==> src/rtl/mem_responder_pkg.sv <==
// Shared constants for mem_responder: funct3 size codes, FSM states and RAM timing.
package mem_responder_pkg;

  localparam logic [2:0] SZ_B  = 3'b000;
  localparam logic [2:0] SZ_H  = 3'b001;
  localparam logic [2:0] SZ_W  = 3'b010;
  localparam logic [2:0] SZ_BU = 3'b100;
  localparam logic [2:0] SZ_HU = 3'b101;

  // Cycles from ram_re to valid ram_rdata; the WAIT state is sized for exactly this.
  localparam int unsigned RAM_RD_LAT = 1;

  typedef enum logic [2:0] {
    StIdle,
    StRdA,
    StRdB,
    StWait,
    StWrA,
    StWrB,
    StDone
  } state_e;

  function automatic logic [2:0] size_bytes(input logic [2:0] size);
    case (size[1:0])
      2'b00:   return 3'd1;
      2'b01:   return 3'd2;
      default: return 3'd4;
    endcase
  endfunction

  // 011/11x are undefined; unsigned sizes only exist for loads.
  function automatic logic size_illegal(input logic [2:0] size, input logic wr);
    return (size == 3'b011) || (size[2] && size[1]) || (size[2] && wr);
  endfunction

endpackage

==> src/rtl/mem_lane_align.sv <==
// Combinational byte-lane steering: store merge into a word pair and load extract/extend.
module mem_lane_align
  import mem_responder_pkg::*;
(
  input  logic [1:0]  offset,
  input  logic [2:0]  size,
  input  logic [31:0] wdata,
  input  logic [31:0] word_a,
  input  logic [31:0] word_b,
  output logic [31:0] wr_word_a,
  output logic [31:0] wr_word_b,
  output logic [31:0] load_data
);

  logic [7:0]  size_mask;
  logic [7:0]  byte_mask;
  logic [63:0] bit_mask;
  logic [63:0] old_pair;
  logic [63:0] shifted;
  logic [63:0] new_pair;
  logic [31:0] load_word;

  always_comb begin
    old_pair = {word_b, word_a};
    case (size[1:0])
      2'b00:   size_mask = 8'h01;
      2'b01:   size_mask = 8'h03;
      default: size_mask = 8'h0F;
    endcase
    byte_mask = size_mask << offset;
    for (int i = 0; i < 8; i++) begin
      bit_mask[8*i +: 8] = {8{byte_mask[i]}};
    end
    shifted   = {32'b0, wdata} << {offset, 3'b000};
    new_pair  = (old_pair & ~bit_mask) | (shifted & bit_mask);
    wr_word_a = new_pair[31:0];
    wr_word_b = new_pair[63:32];

    load_word = old_pair[{offset, 3'b000} +: 32];
    case (size)
      SZ_B:    load_data = {{24{load_word[7]}}, load_word[7:0]};
      SZ_H:    load_data = {{16{load_word[15]}}, load_word[15:0]};
      SZ_BU:   load_data = {24'b0, load_word[7:0]};
      SZ_HU:   load_data = {16'b0, load_word[15:0]};
      default: load_data = load_word;
    endcase
  end

endmodule

==> src/rtl/mem_responder.sv <==
// Load/store responder over a byte-enable-less word RAM using read-modify-write.
// Define MEM_RESPONDER_MISALIGNED_EN to split word-crossing accesses; otherwise they fault.
module mem_responder
  import mem_responder_pkg::*;
#(
  parameter int unsigned ADDR_W = 12
) (
  input  logic              clk,
  input  logic              rst,
  input  logic              mem_en,
  input  logic              mem_wr,
  input  logic [2:0]        mem_size,
  input  logic [31:0]       addr,
  input  logic [31:0]       wdata,
  output logic [31:0]       rdata,
  output logic              ready,
  output logic              fault,
  output logic [ADDR_W-1:0] ram_addr,
  output logic              ram_re,
  output logic              ram_we,
  output logic [31:0]       ram_wdata,
  input  logic [31:0]       ram_rdata
);

  state_e state_q, state_d;

  logic [ADDR_W-1:0] word_q;
  logic [1:0]        off_q;
  logic [2:0]        size_q;
  logic              wr_q;
  logic              span_q;
  logic              fault_q;
  logic [31:0]       wdata_q;
  logic [31:0]       word_a_q;
  logic [31:0]       word_b_q;
  logic [31:0]       rdata_q;

  logic [1:0]  acc_off;
  logic [2:0]  acc_bytes;
  logic        acc_span;
  logic        acc_fault;
  logic        acc_sw;
  logic        accept;
  logic [31:0] in_a, in_b;
  logic [31:0] wr_word_a, wr_word_b, load_data;

  // Upper address bits alias by design.
  logic unused_addr;
  assign unused_addr = ^addr[31:ADDR_W+2];

  always_comb begin
    acc_off   = addr[1:0];
    acc_bytes = size_bytes(mem_size);
`ifdef MEM_RESPONDER_MISALIGNED_EN
    acc_span  = ({1'b0, acc_off} + acc_bytes) > 3'd4;
    acc_fault = size_illegal(mem_size, mem_wr);
`else
    acc_span  = 1'b0;
    acc_fault = size_illegal(mem_size, mem_wr) ||
                (acc_bytes[1] && acc_off[0]) || (acc_bytes[2] && (acc_off != 2'd0));
`endif
    acc_sw    = mem_wr && (mem_size == SZ_W) && (acc_off == 2'd0);
    accept    = (state_q == StIdle) && mem_en;
  end

  always_comb begin
    state_d = state_q;
    unique case (state_q)
      StIdle: begin
        if (mem_en) begin
          if (acc_fault)   state_d = StDone;
          else if (acc_sw) state_d = StWrA;
          else             state_d = StRdA;
        end
      end
      StRdA:  state_d = span_q ? StRdB : StWait;
`ifdef MEM_RESPONDER_MISALIGNED_EN
      StRdB:  state_d = StWait;
      StWrB:  state_d = StDone;
`endif
      StWait: state_d = wr_q ? StWrA : StDone;
      StWrA:  state_d = span_q ? StWrB : StDone;
      StDone: if (!mem_en) state_d = StIdle;
      default: state_d = StIdle;
    endcase
  end

  always_ff @(posedge clk or posedge rst) begin
    if (rst) state_q <= StIdle;
    else     state_q <= state_d;
  end

  always_ff @(posedge clk or posedge rst) begin
    if (rst) begin
      word_q   <= '0;
      off_q    <= '0;
      size_q   <= '0;
      wr_q     <= 1'b0;
      span_q   <= 1'b0;
      fault_q  <= 1'b0;
      wdata_q  <= '0;
      word_a_q <= '0;
      word_b_q <= '0;
      rdata_q  <= '0;
    end else begin
      if (accept) begin
        word_q  <= addr[ADDR_W+1:2];
        off_q   <= acc_off;
        size_q  <= mem_size;
        wr_q    <= mem_wr;
        span_q  <= acc_span;
        fault_q <= acc_fault;
        wdata_q <= wdata;
        rdata_q <= '0;
      end
      if (state_q == StRdB) word_a_q <= ram_rdata;
      if (state_q == StWait) begin
        if (span_q) word_b_q <= ram_rdata;
        else        word_a_q <= ram_rdata;
        if (!wr_q)  rdata_q  <= load_data;
      end
    end
  end

  // In WAIT the last word is still on ram_rdata, so the load path taps it directly.
  always_comb begin
    in_a = ((state_q == StWait) && !span_q) ? ram_rdata : word_a_q;
    in_b = ((state_q == StWait) && span_q)  ? ram_rdata : word_b_q;
  end

  mem_lane_align u_align (
    .offset    (off_q),
    .size      (size_q),
    .wdata     (wdata_q),
    .word_a    (in_a),
    .word_b    (in_b),
    .wr_word_a (wr_word_a),
    .wr_word_b (wr_word_b),
    .load_data (load_data)
  );

  always_comb begin
    ram_re    = (state_q == StRdA) || (state_q == StRdB);
    ram_we    = (state_q == StWrA) || (state_q == StWrB);
    ram_addr  = ((state_q == StRdB) || (state_q == StWrB)) ? word_q + ADDR_W'(1) : word_q;
    ram_wdata = (state_q == StWrB) ? wr_word_b : wr_word_a;
    ready     = (state_q == StDone);
    fault     = fault_q;
    rdata     = rdata_q;
  end

endmodule

==> config.mk <==
export PLATFORM = sky130hd
export DESIGN_NAME = mem_responder
export DESIGN_NICKNAME = d
export VERILOG_FILES = /design/src/rtl/mem_responder_pkg.sv /design/src/rtl/mem_lane_align.sv /design/src/rtl/mem_responder.sv
export SDC_FILE = /design/constraint.sdc
export NUM_CORES = 1
export LEC_CHECK = 0
export BUFFER_PORTS_ARGS = -buffer_cell sky130_fd_sc_hd__buf_4
export CAP_MARGIN = 20
export CORE_ASPECT_RATIO = 0.75
export CORE_MARGIN = 3
export CORE_UTILIZATION = 48
export CTS_BUF_LIST = sky130_fd_sc_hd__clkbuf_8
export DETAILED_ROUTE_END_ITERATION = 16
export GPL_TIMING_DRIVEN = 1
export HOLD_SLACK_MARGIN = 0.12
export PLACE_DENSITY = 0.76
export RECOVER_POWER = 50
export SLEW_MARGIN = 30
export SYNTH_ARGS = -nofsm -noshare
export SYNTH_HDL_FRONTEND = slang
export SYNTH_SLANG_ARGS = --single-unit
==> constraint.sdc <==
create_clock -name clk -period 2.9 [get_ports clk]
set_clock_uncertainty 0.05 [all_clocks]
set_input_delay 0 -clock clk [delete_from_list [all_inputs] [get_ports clk]]
set_output_delay 0 -clock clk [all_outputs]
set_load 0.03 [all_outputs]
==> flow_summary.json, run 1 <==
{
  "clkLatencyLatePin_ns": 0.44,
  "core_area_mm2": 0.0140,
  "post-synth-top-area-fraction_pct": 42.1,
  "path_class": "register to output pin",
  "postSynthNetCount": 869,
  "yosys.area.top_type": "dfrtp_1",
  "setup-violations-final": 0,
  "hold_viol": 0,
  "start_util_pct": 50.1,
  "fill_cells": 1089,
  "antenna_found_initial": 0,
  "wirelength_um": 23100,
  "fin_nets": 1112,
  "post-route-util_pct": 68.7,
  "p_per_area_mw_per_mm2": 1260,
  "status": "finished, violations left",
  "firstDrtPassIters": 5,
  "synth_area_leaders": "dfrtp_1 (42%), mux2i_1 (12%), nand2_1 (11%)",
  "synth-seq-cells": 118,
  "grt-ovfl-total": 0,
  "crit_arrival_ns": 2.70,
  "via_count": 6880,
  "ys_seq_area_share_pct": 42.1,
  "cts_buffer_depth": 2,
  "worst_slew_pin_slew_ns": 1.63,
  "peakVddDrop_uv": 735,
  "die_h_um": 111,
  "io_pins": 183,
  "slew_viol_final": 35,
  "path_max_fanout": 18,
  "ys_types": 53,
  "end_kind": "output pin",
  "ant_nets": 0,
  "hpwl_um": 16000,
  "track_usage_pct": 27.9,
  "cp-start-kind": "register",
  "cts_buffers": 17,
  "grt_max_degree": 59,
  "floorplan.die_area_mm2": 0.0161,
  "drv_cap": 1,
  "cts.sinks": 118,
  "p_leak_uw": 0.00473,
  "crit_required_ns": 2.85,
  "ys.flop_type": "dfrtp_1",
  "hold_class": "primary input to register",
  "grt_pass1_wl_um": 35700,
  "syn_inst": 765,
  "fin_crit_ns": 2.75,
  "drt_iter0_markers": 674,
  "grt_pass1_vias": 6569,
  "multiInputGateArea_mm2": 0.00383,
  "postSynthAreaPerCell_um2": 9.18,
  "rsz0062_at_grt": "false",
  "drc_errors": 0,
  "antennaDiodeCount": 0,
  "violations": "capacitance limit, slew limit",
  "h-tree-depth": 4,
  "regArea_mm2": 0.00295,
  "cts_tree": "done",
  "async_flop_share_pct": 100,
  "slew_headroom_pct": -9.12,
  "die_x_um": 146,
  "synth_enable_flop_cells": 0,
  "area_growth_pct": 37.2,
  "syn-cell-area_mm2": 0.00702,
  "viasPerCell": 5.66,
  "min_period_over_period_pct": 94.7,
  "portBuffers": 164,
  "synth_commonest_cells": "nand2_1 (199), dfrtp_1 (118), mux2i_1 (82)",
  "rows": 37,
  "yosysWarnings": 0,
  "clockRootBuffer": "clkbuf_8",
  "tns_ns": 0,
  "finalWeightedCongestion": 0.937,
  "drive_gt1_share_pct": 24.4,
  "post-synth-top-count-cell": "nand2_1",
  "avgRoutedWirePerCell_um": 19.0,
  "fmax_mhz": 364,
  "clkSlewWorstSetupHoldPaths_ns": 0.07
}
[repair_timing]
action / in CTS / in global routing
setup buffers: 0 / 0
gates resized for setup: 0 / 2
endpoints found under the hold margin: 135 / 0
endpoints found under the setup margin: 0 / 1
hold buffers: 84 / 0
[cell type report]
type / instances / area share, %
clock inverter: 14 / 1.75
timing repair buffer: 275 / 22.5
multi-input combinational: 589 / 39.7
inverter: 7 / 0.286
clock buffer: 18 / 2.57
sequential: 118 / 30.7
tap: 195 / 2.53
[kinds of logic (layout without fill, tap and decap cells)]
family,count (synthesis),after routing,synth area share (%)
muxes,131,131,21.0
AOI/OAI and AO/OA,146,146,13.5
and+or+nand+nor,299,299,18.1
DFF,118,118,42.1
buffers and inverters,58,314,3.69
adders and majority gates,1,1,0.178
xor gates and xnor gates,12,12,1.50
[sequential cells by signal (all words and copies together) (netlist names)]
| name | count |
|---|---|
| size_q | 3 |
| word_q | 12 |
| wr_q | 1 |
| off_q | 2 |
| wdata_q | 32 |
| rdata | 32 |
| word_a_q | 32 |
| state_q | 3 |
| fault | 1 |
[placed cells by master, fill, tap and decap left out, types with 2 or more instances in the layout]
| master | netlist | layout |
|---|---|---|
| o21ai_0 | 24 | 24 |
| a21oi_1 | 54 | 54 |
| buf_12 | 0 | 2 |
| nor2b_1 | 3 | 2 |
| nor3_1 | 6 | 6 |
| inv_1 | 6 | 10 |
| o21ai_1 | 2 | 2 |
| clkinvlp_4 | 0 | 2 |
| mux2_2 | 40 | 40 |
| nand2_1 | 199 | 199 |
| o2bb2ai_1 | 16 | 16 |
| o22ai_1 | 16 | 16 |
| nand4_1 | 2 | 2 |
| or4_1 | 2 | 2 |
| xor2_1 | 6 | 6 |
| nor2_1 | 45 | 43 |
| and2_1 | 9 | 9 |
| o211ai_1 | 9 | 9 |
| dlygate4sd3_1 | 0 | 84 |
| mux2i_1 | 82 | 82 |
| clkbuf_8 | 0 | 18 |
| a221o_1 | 8 | 8 |
| nor2_2 | 3 | 5 |
| a22oi_1 | 7 | 7 |
| xnor2_1 | 6 | 6 |
| clkinv_2 | 0 | 3 |
| clkbuf_1 | 30 | 35 |
| nand3b_1 | 2 | 2 |
| nand3_1 | 17 | 17 |
| or2_2 | 2 | 2 |
| clkbuf_2 | 1 | 2 |
| bufinv_16 | 0 | 4 |
| buf_4 | 2 | 151 |
| dfrtp_1 | 118 | 118 |
| mux4_2 | 9 | 9 |
[metrics by stage]
| stage | instances | worst slack, ns | area, um2 | power (uW) | hold WS, ns |
|---|---|---|---|---|---|
| after detailed placement | 1100 | 0.590 | 8500 | 10400 | 0.143 |
| final | 1216 | 0.152 | 9630 | 12100 | 0.237 |
| after global routing | 1216 | 0.0538 | 9630 | 12800 | 0.250 |
| after floorplan | 765 | 0.781 | 7030 | 7840 | 0.0554 |
| after CTS | 1216 | 0.143 | 9760 | 12200 | 0.217 |
| after global placement | 1100 | 0.626 | 8500 | 10300 | 0.131 |
[layer usage]
layer  vias to the layer above  track usage [%]  share of wire [%]
met5                         -                0                  0
met4                         0             8.98                2.0
met1                      3316             38.1                 42
met2                       349             44.5                 47
li1                       3185                -                  -
met3                        30             5.93                9.2
[final timing paths]
kind | startpoint | end | slack, ns | cells after the start
worst max-delay path | off_q[0]$_DFFE_PP0P_ | ram_wdata[24] | 0.15 | 7
worst min register to register | fault$_DFFE_PP0P_ | fault$_DFFE_PP0P_ | 0.44 | 2
max in group asynchronous | rst | wdata_q[2]$_DFFE_PP0P_ | 1.05 | 4
worst min-delay path | wdata[13] | wdata_q[13]$_DFFE_PP0P_ | 0.24 | 4
min in group asynchronous | rst | word_q[8]$_DFFE_PP0P_ | 0.46 | 3
worst max register to register | state_q[1]$_DFFE_PP0P_ | rdata[18]$_DFF_PP0_ | 0.58 | 6
[critical path, stage by stage, from the launching register on]
cell     delay, ns
dfrtp_1       0.62
buf_4         0.34
buf_4         0.25
mux2_2        0.36
a21oi_1       0.21
mux2i_1       0.11
and2_1        0.19
buf_4         0.17
[where the power goes]
group	internal, uW	total [uW]	switching [uW]
clock network	938	1620	681
logic	2820	7380	4560
registers	2370	3130	757
No activity file was read; power rests on OpenSTA's default activity.
==> run 2, diff against run 1 <==
GPL_ROUTABILITY_DRIVEN = 0   (was default)
RECOVER_POWER = 25   (was 50)
==> flow_summary.json, run 2 (same netlist as run 1, synthesis figures left out) <==
{
  "grt_pass1_wl_um": 36700,
  "grt-ovfl-total": 0,
  "clkSlewWorstSetupHoldPaths_ns": 0.07,
  "start_util_pct": 50.1,
  "crit_top_cell": "buf_4",
  "final_cell_mix": "nand2_1 (199), buf_4 (188), dfrtp_1 (118)",
  "via_count": 6905,
  "core_area_mm2": 0.0140,
  "setup_slack_ns": 0.141,
  "cp-start-kind": "register",
  "end_kind": "output pin",
  "antennaDiodeCount": 0,
  "die_h_um": 111,
  "slowest_delay_ns": 0.69,
  "cts.sinks": 118,
  "viasPerCell": 5.64,
  "tns_ns": 0,
  "rsz0062_at_grt": "false",
  "worst_slew_pin_slew_ns": 2.19,
  "cts_buffer_depth": 2,
  "firstDrtPassIters": 6,
  "post-route-util_pct": 70.1,
  "fin_crit_ns": 2.76,
  "final_common_cell": "nand2_1",
  "path_max_fanout": 13,
  "clkLatencyLatePin_ns": 0.45,
  "status": "finished, violations left",
  "area_growth_pct": 40.0,
  "path_class": "register to output pin",
  "io_pins": 183,
  "grt_max_degree": 79,
  "h-tree-depth": 4,
  "hold_class": "primary input to register",
  "clockRootBuffer": "clkbuf_8",
  "crit_arrival_ns": 2.71,
  "drive_gt1_share_pct": 28.0,
  "p_leak_uw": 0.00486,
  "min_period_over_period_pct": 95.1,
  "fin_nets": 1121,
  "hpwl_um": 15800,
  "cts_tree": "done",
  "avgRoutedWirePerCell_um": 18.8,
  "wirelength_um": 23100,
  "critPathSlowestCell": "dfrtp_1",
  "drv_cap": 2,
  "p_per_area_mw_per_mm2": 1250,
  "fmax_mhz": 362,
  "violations": "capacitance limit, slew limit",
  "cts_buffers": 17,
  "ant_nets": 0,
  "antenna_found_initial": 0,
  "hold_viol": 0,
  "portBuffers": 164,
  "track_usage_pct": 28.6,
  "power.total_uw": 12300,
  "die_x_um": 146,
  "setup-violations-final": 0,
  "dpl_worst_slack_ns": 0.601,
  "worstPathCellList": "buf_4 -> nor2b_1 -> o21bai_1 -> buf_4 -> a21oi_1 -> o2bb2ai_1 -> buf_4",
  "peakVddDrop_uv": 727,
  "slew_headroom_pct": -45.9,
  "drc_errors": 0,
  "rows": 37,
  "holdWs_ns": 0.229,
  "grt_pass1_vias": 6901,
  "floorplan.die_area_mm2": 0.0161,
  "crit_required_ns": 2.85,
  "slew_viol_final": 120,
  "drt_iter0_markers": 750
}
## run 2: cell types whose count changed in the layout (fill, tap and decap cells not counted), sizes merged
cell,previous run,this run
clkbuf,56,20
bufinv,4,3
buf,153,189
clkinv,3,4
dlygate4sd3,84,92
clkinvlp,3,7
inv,11,8
## run 2: stage by stage
step,instance area (um2),std cells
floorplan,7030,765
global placement,8510,1101
detailed placement,8510,1101
CTS,9850,1225
global route,9830,1225
finish,9830,1225
## run 2: final timing paths
check	to	slack (ns)	startpoint	cells after the start
worst max-delay path	ram_wdata[20]	0.14	off_q[1]$_DFFE_PP0P_	7
worst min-delay path	wdata_q[4]$_DFFE_PP0P_	0.23	wdata[4]	4
worst max register to register	rdata[18]$_DFF_PP0_	0.59	state_q[0]$_DFFE_PP0P_	6
worst min register to register	fault$_DFFE_PP0P_	0.45	fault$_DFFE_PP0P_	2
max in group asynchronous	wdata_q[2]$_DFFE_PP0P_	0.67	rst	4
min in group asynchronous	word_q[7]$_DFFE_PP0P_	0.75	rst	4
## run 2: per-layer routing
metal  wire (um)  part of all wire (%)  GRT usage, %
met5           0                     0             0
met2       10500                    46          44.8
met4         601                   2.6          9.36
met1        9610                    42          38.9
met3        2350                    10          7.23
## run 2: worst max-delay path, delay by kind of cell, from the launching register on
kind / cells / cell delay (ns)
flip-flops: 1 / 0.69
AND/OR/NAND/NOR: 1 / 0.18
AO/OA/AOI/OAI: 3 / 0.65
buffers and inverters: 3 / 0.74
## run 2: power breakdown
group / switching [uW] / internal (uW) / total, uW
clock: 743 / 851 / 1590
sequential: 750 / 2370 / 3120
combinational: 4570 / 2980 / 7550
total: 6060 / 6200 / 12300
## run 2: cell type report
| class | instances | area [um2] |
|---|---|---|
| inverter | 7 | 30.0 |
| clock buffer | 17 | 234 |
| multi-input combinational | 589 | 3830 |
| timing repair buffer | 284 | 2360 |
| sequential | 118 | 2950 |
| tap | 195 | 244 |
| fill | 1049 | 4200 |
| clock inverter | 15 | 180 |
## run 2: what timing repair did
action,in CTS,in global routing
hold endpoints to repair,221,0
endpoints found under the setup margin,0,4
buffers inserted,0,0
gates resized for setup,0,2
hold buffers,92,0
